==> src/rtl/seven_pkg.sv <==
// Shared constants for the 7-segment capture path: anode codes, active-low glyphs,
// default stability threshold and the frame FSM state type.
package seven_pkg;

  localparam int STABLE_CYCLES_DEF = 1;

  localparam logic [3:0] AN_D0    = 4'b1110;
  localparam logic [3:0] AN_D1    = 4'b1101;
  localparam logic [3:0] AN_D2    = 4'b1011;
  localparam logic [3:0] AN_D3    = 4'b0111;
  localparam logic [3:0] AN_BLANK = 4'b1111;

  // Active-low, bit0 = segment a ... bit6 = segment g
  localparam logic [6:0] SEG_0 = 7'h40;
  localparam logic [6:0] SEG_1 = 7'h79;
  localparam logic [6:0] SEG_2 = 7'h24;
  localparam logic [6:0] SEG_3 = 7'h30;
  localparam logic [6:0] SEG_4 = 7'h19;
  localparam logic [6:0] SEG_5 = 7'h12;
  localparam logic [6:0] SEG_6 = 7'h02;
  localparam logic [6:0] SEG_7 = 7'h78;
  localparam logic [6:0] SEG_8 = 7'h00;
  localparam logic [6:0] SEG_9 = 7'h10;
  localparam logic [6:0] SEG_A = 7'h08;
  localparam logic [6:0] SEG_B = 7'h03;
  localparam logic [6:0] SEG_C = 7'h46;
  localparam logic [6:0] SEG_D = 7'h21;
  localparam logic [6:0] SEG_E = 7'h06;
  localparam logic [6:0] SEG_F = 7'h0E;

  typedef enum logic {ST_HUNT, ST_COLLECT} state_t;

endpackage

==> src/rtl/seven_decode.sv <==
// Combinational glyph-to-nibble decoder; anything outside the 16 hex glyphs is invalid.
module seven_decode
  import seven_pkg::*;
(
  input  logic [6:0] seg,
  output logic [3:0] nib,
  output logic       valid
);

  always_comb begin
    nib   = 4'h0;
    valid = 1'b1;
    case (seg)
      SEG_0: nib = 4'h0;
      SEG_1: nib = 4'h1;
      SEG_2: nib = 4'h2;
      SEG_3: nib = 4'h3;
      SEG_4: nib = 4'h4;
      SEG_5: nib = 4'h5;
      SEG_6: nib = 4'h6;
      SEG_7: nib = 4'h7;
      SEG_8: nib = 4'h8;
      SEG_9: nib = 4'h9;
      SEG_A: nib = 4'hA;
      SEG_B: nib = 4'hB;
      SEG_C: nib = 4'hC;
      SEG_D: nib = 4'hD;
      SEG_E: nib = 4'hE;
      SEG_F: nib = 4'hF;
      default: valid = 1'b0;
    endcase
  end

endmodule

==> src/rtl/seven_capture.sv <==
// Samples a scanned 7-segment bus and reassembles {d3,d2,d1,d0} into big_bin.
// Optional SEVEN_CAPTURE_CHANGE_EN: frame_valid only when the published value changes.
module seven_capture
  import seven_pkg::*;
#(
  parameter int STABLE_CYCLES = STABLE_CYCLES_DEF
) (
  input  logic        clk,
  input  logic        rst,
  input  logic [3:0]  AN,
  input  logic [6:0]  seven,
  output logic [15:0] big_bin,
  output logic        frame_valid,
  output logic        frame_err
);

  logic [3:0]  an_q;
  logic [6:0]  seven_q;
  logic [7:0]  cnt;
  logic        acc_lat;
  logic        changed, stable, is_digit, bad_an, accept, an_err;
  logic [1:0]  idx;
  logic [3:0]  nib;
  logic        g_valid;

  state_t      state, state_n;
  logic [1:0]  expected, exp_n;
  logic [11:0] shadow, shadow_n;
  logic        publish, err, pulse;

  assign changed = {AN, seven} != {an_q, seven_q};
  // cnt counts repeats beyond the first sample, so the pair has been seen cnt+1 times
  assign stable  = (32'(cnt) + 32'd1) >= 32'(STABLE_CYCLES);

  always_comb begin
    is_digit = 1'b1;
    bad_an   = 1'b0;
    idx      = 2'd0;
    case (an_q)
      AN_D0:    idx = 2'd0;
      AN_D1:    idx = 2'd1;
      AN_D2:    idx = 2'd2;
      AN_D3:    idx = 2'd3;
      AN_BLANK: is_digit = 1'b0;
      default: begin
        is_digit = 1'b0;
        bad_an   = 1'b1;
      end
    endcase
  end

  assign accept = is_digit && stable && !acc_lat;
  assign an_err = bad_an && !acc_lat;

  seven_decode u_dec (
    .seg   (seven_q),
    .nib   (nib),
    .valid (g_valid)
  );

  always_ff @(posedge clk) begin
    if (rst) begin
      an_q    <= AN_BLANK;
      seven_q <= 7'h7F;
      cnt     <= 8'd0;
      acc_lat <= 1'b0;
    end else begin
      an_q    <= AN;
      seven_q <= seven;
      cnt     <= changed ? 8'd0 : ((cnt == 8'hFF) ? cnt : cnt + 8'd1);
      acc_lat <= changed ? 1'b0 : (acc_lat | accept | an_err);
    end
  end

  always_comb begin
    state_n  = state;
    exp_n    = expected;
    shadow_n = shadow;
    publish  = 1'b0;
    err      = 1'b0;
    if (an_err) begin
      err     = 1'b1;
      state_n = ST_HUNT;
    end else if (accept) begin
      if (!g_valid) begin
        err     = 1'b1;
        state_n = ST_HUNT;
      end else begin
        case (state)
          ST_HUNT: begin
            if (idx == 2'd0) begin
              shadow_n[3:0] = nib;
              state_n       = ST_COLLECT;
              exp_n         = 2'd1;
            end
          end
          ST_COLLECT: begin
            if (idx == expected) begin
              if (idx == 2'd3) begin
                publish = 1'b1;
                state_n = ST_HUNT;
              end else begin
                shadow_n[{idx, 2'b00} +: 4] = nib;
                exp_n = expected + 2'd1;
              end
            end else if (idx == 2'd0) begin
              // a fresh digit0 mid-frame restarts collection rather than dropping it
              err           = 1'b1;
              shadow_n[3:0] = nib;
              exp_n         = 2'd1;
            end else begin
              err     = 1'b1;
              state_n = ST_HUNT;
            end
          end
          default: state_n = ST_HUNT;
        endcase
      end
    end
  end

  always_ff @(posedge clk) begin
    if (rst) begin
      state    <= ST_HUNT;
      expected <= 2'd0;
      shadow   <= 12'd0;
    end else begin
      state    <= state_n;
      expected <= exp_n;
      shadow   <= shadow_n;
    end
  end

`ifdef SEVEN_CAPTURE_CHANGE_EN
  logic pub_seen;
  assign pulse = publish && (!pub_seen || ({nib, shadow} != big_bin));

  always_ff @(posedge clk) begin
    if (rst)          pub_seen <= 1'b0;
    else if (publish) pub_seen <= 1'b1;
  end
`else
  assign pulse = publish;
`endif

  always_ff @(posedge clk) begin
    if (rst) begin
      big_bin     <= 16'd0;
      frame_valid <= 1'b0;
      frame_err   <= 1'b0;
    end else begin
      if (publish) big_bin <= {nib, shadow};
      frame_valid <= pulse;
      frame_err   <= err;
    end
  end

endmodule

==> config.mk <==
export PLATFORM = sky130hd
export DESIGN_NAME = seven_capture
export DESIGN_NICKNAME = d
export VERILOG_FILES = /design/src/rtl/seven_pkg.sv /design/src/rtl/seven_decode.sv /design/src/rtl/seven_capture.sv
export SDC_FILE = /design/constraint.sdc
export NUM_CORES = 1
export LEC_CHECK = 0
export ABC_AREA = 1
export CAP_MARGIN = 20
export CORE_UTILIZATION = 45
export CTS_CLUSTER_DIAMETER = 150
export DETAILED_ROUTE_END_ITERATION = 8
export PLACE_DENSITY = 0.67
export SLEW_MARGIN = 40
export SYNTH_ARGS = -nofsm -noshare
export SYNTH_HDL_FRONTEND = slang
export SYNTH_SLANG_ARGS = --single-unit
==> constraint.sdc <==
create_clock -name clk -period 3.35 [get_ports clk]
set_input_delay 0.5025 -clock clk [delete_from_list [all_inputs] [get_ports clk]]
set_output_delay 0.5025 -clock clk [all_outputs]
set_load 0.01 [all_outputs]
==> key figures <==
Outcome
  – Status: complete, no violations

Finish
  – Area Growth Syn to Fin: 15.78%
  – Share of cells above drive strength 1: 9.350%
  – Finished Layout Cells: 569
  – Fill cells: 670
  – Most frequent cells in the layout: 131 x nand2_1, 94 x nor2_1, 53 x inv_1, 53 x dfxtp_1, 30 x clkdlybuf4s50_1
  – Antenna cells: 0
  – Commonest non-fill, non-tap cell in the layout: nand2_1
  – Finished Cell Area: between 3000 and 4000 µm²
  – Nets@finish: between 500 and 600

Floorplanning
  – Die ar.: 6864 µm²
  – Core Area: 6314 µm²
  – Initial Util: between 40% and 50%
  – Chip Height: about 83 µm
  – Die W: just over 80 µm
  – I/O pins: 31
  – Row count: 29

Flow run
  – Max cap viols: 0

Logic synthesis
  – Mapped Avg Cell Area: ~6.4 µm²
  – Syn nets: roughly 480
  – Yosys warns: 0
  – Yosys reg bits: 53
  – Post-synthesis sequential area ratio: 36.07%
  – Cell area after synthesis: ~3000 µm²
  – Gate Count Post-Synth: around 460
  – Synth cell types: 36

Routing
  – Post-DRT Antenna Nets: 0
  – Via count: about 2,800
  – DRC errors left: 0
  – First DRT Iteration DRCs: 100
  – Wirelength per Cell: between 10 and 15 µm
  – Total Wirelength: 5.948 mm
  – DR pass1 iterations: 4
  – Via density per instance: 4.847

Timing
  – Final Setup Violations: 0
  – Slew Limit Fails: 0
  – Slew HR: 62.10%
  – Fin crit share: between 60 and 70%
  – Hold Slack: between 0.4 and 0.5 ns
  – Fin crit period: between 2 and 2.5 ns
  – RSZ-0062 raised after global routing: false
  – Clk_skew: around 0.0086 ns
  – Final Hold Vio Count: 0
  – Max Fclk: around 0.46 GHz
  – Worst slew pin tran: ~0.56 ns
  – Total Neg Setup Slack: 0 ns

Setup path
  – Req. time, crit path: approximately 3.6 ns
  – FF-to-FF path depth: 13
  – CP arrival: 2.43 ns
  – Crit Path Category: flop to flop
  – Crit Reg-Reg Startpoint: cnt[0]$_SDFFE_PP0N_
  – Crit path launch: cnt[0]$_SDFFE_PP0N_
  – Worst Setup End Kind: flop
  – Setup crit start kind: flop
  – Max FO, Critical Path: 17

Place
  – Dpl cells: between 500 and 600
  – GPL Wtd Cong: between 0.8 and 0.9
  – IO Port Bufs: 30
  – DP HPWL: roughly 4.6 mm
  – Dpl cell area: between 3000 and 4000 µm²

Global route
  – Largest net degree at the start of global routing: 36
  – Remaining global-route overflow: 0
  – GRT Overall Usage: between 10% and 20%
  – Global-route wire length before repair: a little over 10 mm
  – Vias in the first global route: 2,499
  – Initial antenna violation count: 0

Pwr
  – Lkg Pwr: about 1.6 nW
  – Power Density: 342.1 nW/µm²
  – VDD IR max: around 190 µV
  – Tot Pwr: around 1.2 mW

Clock tree
  – # hold bufs at CTS: 0
  – CTS sink count: 53
  – Clock root buffer: clkbuf_8
  – Post-CTS sizing: 0
  – CTS H-tree lvls: 2
  – Clk buf depth: 2
  – CTS clk-pin slew, worst paths: roughly 0.09 ns
  – Cts bufs inserted: 5
  – Clk_lat worst skew: 0.31 ns
  – CTS tree: built
  – Post-CTS setup buffers: 0

Hold path
  – Worst Hold Launch: big_bin[7]$_SDFFE_PP0P_
  – Type of the worst min-delay path: flop to flop
  – Hold Path Stages: 2
report_power, final:
| part | internal (mW) | total, mW | switching, mW |
|---|---|---|---|
| Clock | 0.187 | 0.387 | 0.200 |
| Combinational | 0.0487 | 0.130 | 0.0814 |
| Sequential | 0.639 | 0.648 | 0.00943 |
critical path, cell delays in order (launching register included):
cell	delay, ns
dfxtp_1	0.40
ha_1	0.21
nand3_1	0.16
nor2_1	0.12
nand2_1	0.08
nand2_1	0.07
nor2_1	0.04
nand3_2	0.06
nand3_2	0.14
nor2_8	0.27
nand2_4	0.19
inv_4	0.20
nor2_1	0.06
nor2_1	0.09
routing by layer:
layer  track usage (%)  wire, µm  vias to the layer above
met1             22.28      2915                     1226
met3             2.982       193                        4
li1                  -         -                     1487
met4             6.113        46                        0
met5                 0         0                        -
met2             32.12      2793                       41
metrics by stage:
step	utilization (%)	setup WS, ns
floorplan	-	1.493
global placement	52.24	1.076
detailed placement	52.24	0.9786
CTS	53.84	1.164
global route	53.94	0.8822
finish	53.94	1.166
worst paths after layout:
path                        endpoint  slack [ns]
max          big_bin[6]$_SDFFE_PP0P_        1.17
min          big_bin[7]$_SDFFE_PP0P_        0.49
max reg2reg  big_bin[6]$_SDFFE_PP0P_        1.17
min reg2reg  big_bin[7]$_SDFFE_PP0P_        0.49
synth_stat cells:
cell type | count | area (µm²)
a2111oi_0 | 1 | 8.760
nor4_1 | 1 | 6.260
clkinv_1 | 2 | 7.510
buf_2 | 2 | 10.01
or2_2 | 7 | 43.79
dfxtp_1 | 53 | 1061
nor2_8 | 1 | 20.02
nor3_4 | 1 | 16.27
inv_2 | 12 | 45.04
nor2_1 | 94 | 352.8
a31oi_1 | 2 | 12.51
o21ai_1 | 11 | 55.05
nor3_1 | 3 | 15.01
nand3_2 | 5 | 50.05
nand2_2 | 3 | 18.77
inv_4 | 1 | 6.260
o2111ai_1 | 2 | 17.52
clkbuf_1 | 3 | 11.26
o21a_1 | 1 | 7.510
nor2_4 | 1 | 11.26
a21oi_1 | 12 | 60.06
nand4_1 | 12 | 75.07
nor2_2 | 3 | 18.77
o22ai_1 | 3 | 18.77
buf_4 | 2 | 15.01
a211oi_1 | 1 | 7.510
nand3_4 | 1 | 17.52
ha_1 | 7 | 87.58
inv_1 | 53 | 198.9
xor2_1 | 2 | 17.52
o21ai_0 | 9 | 45.04
nand2_1 | 131 | 491.7
buf_6 | 1 | 11.26
nand2_4 | 1 | 11.26
xnor2_1 | 1 | 8.760
nand3_1 | 16 | 80.08
cell families (layout without fill, tap and decap cells):
logic type,after synthesis,after routing,share of synthesized area (%)
AO/OA/AOI/OAI,42,42,7.912
XOR/XNOR,3,3,0.8934
flip-flops,53,53,36.07
buffers and inverters,76,107,10.38
AND/OR/NAND/NOR,280,280,41.77
adder cells (fa/ha/maj),7,7,2.977
final cells by class:
class,count,area [µm²],share of cell area (%)
Sequential cell,53,1061,31.15
Inverter,68,257.7,7.568
Tap cell,77,96.34,2.829
Timing Repair Buffer,31,307.8,9.037
Clock buffer,7,96.34,2.829
Multi-Input combinational cell,332,1582,46.44
Clock inverter,1,5.005,0.1470
flip-flops by register name (all words and copies together) (netlist names):
register and cells:
acc_lat 1, big_bin 16, frame_valid 1, state 1
shadow 12, cnt 8, expected 2, seven_q 7
an_q 4, frame_err 1
(Power assumes the default switching activity.)
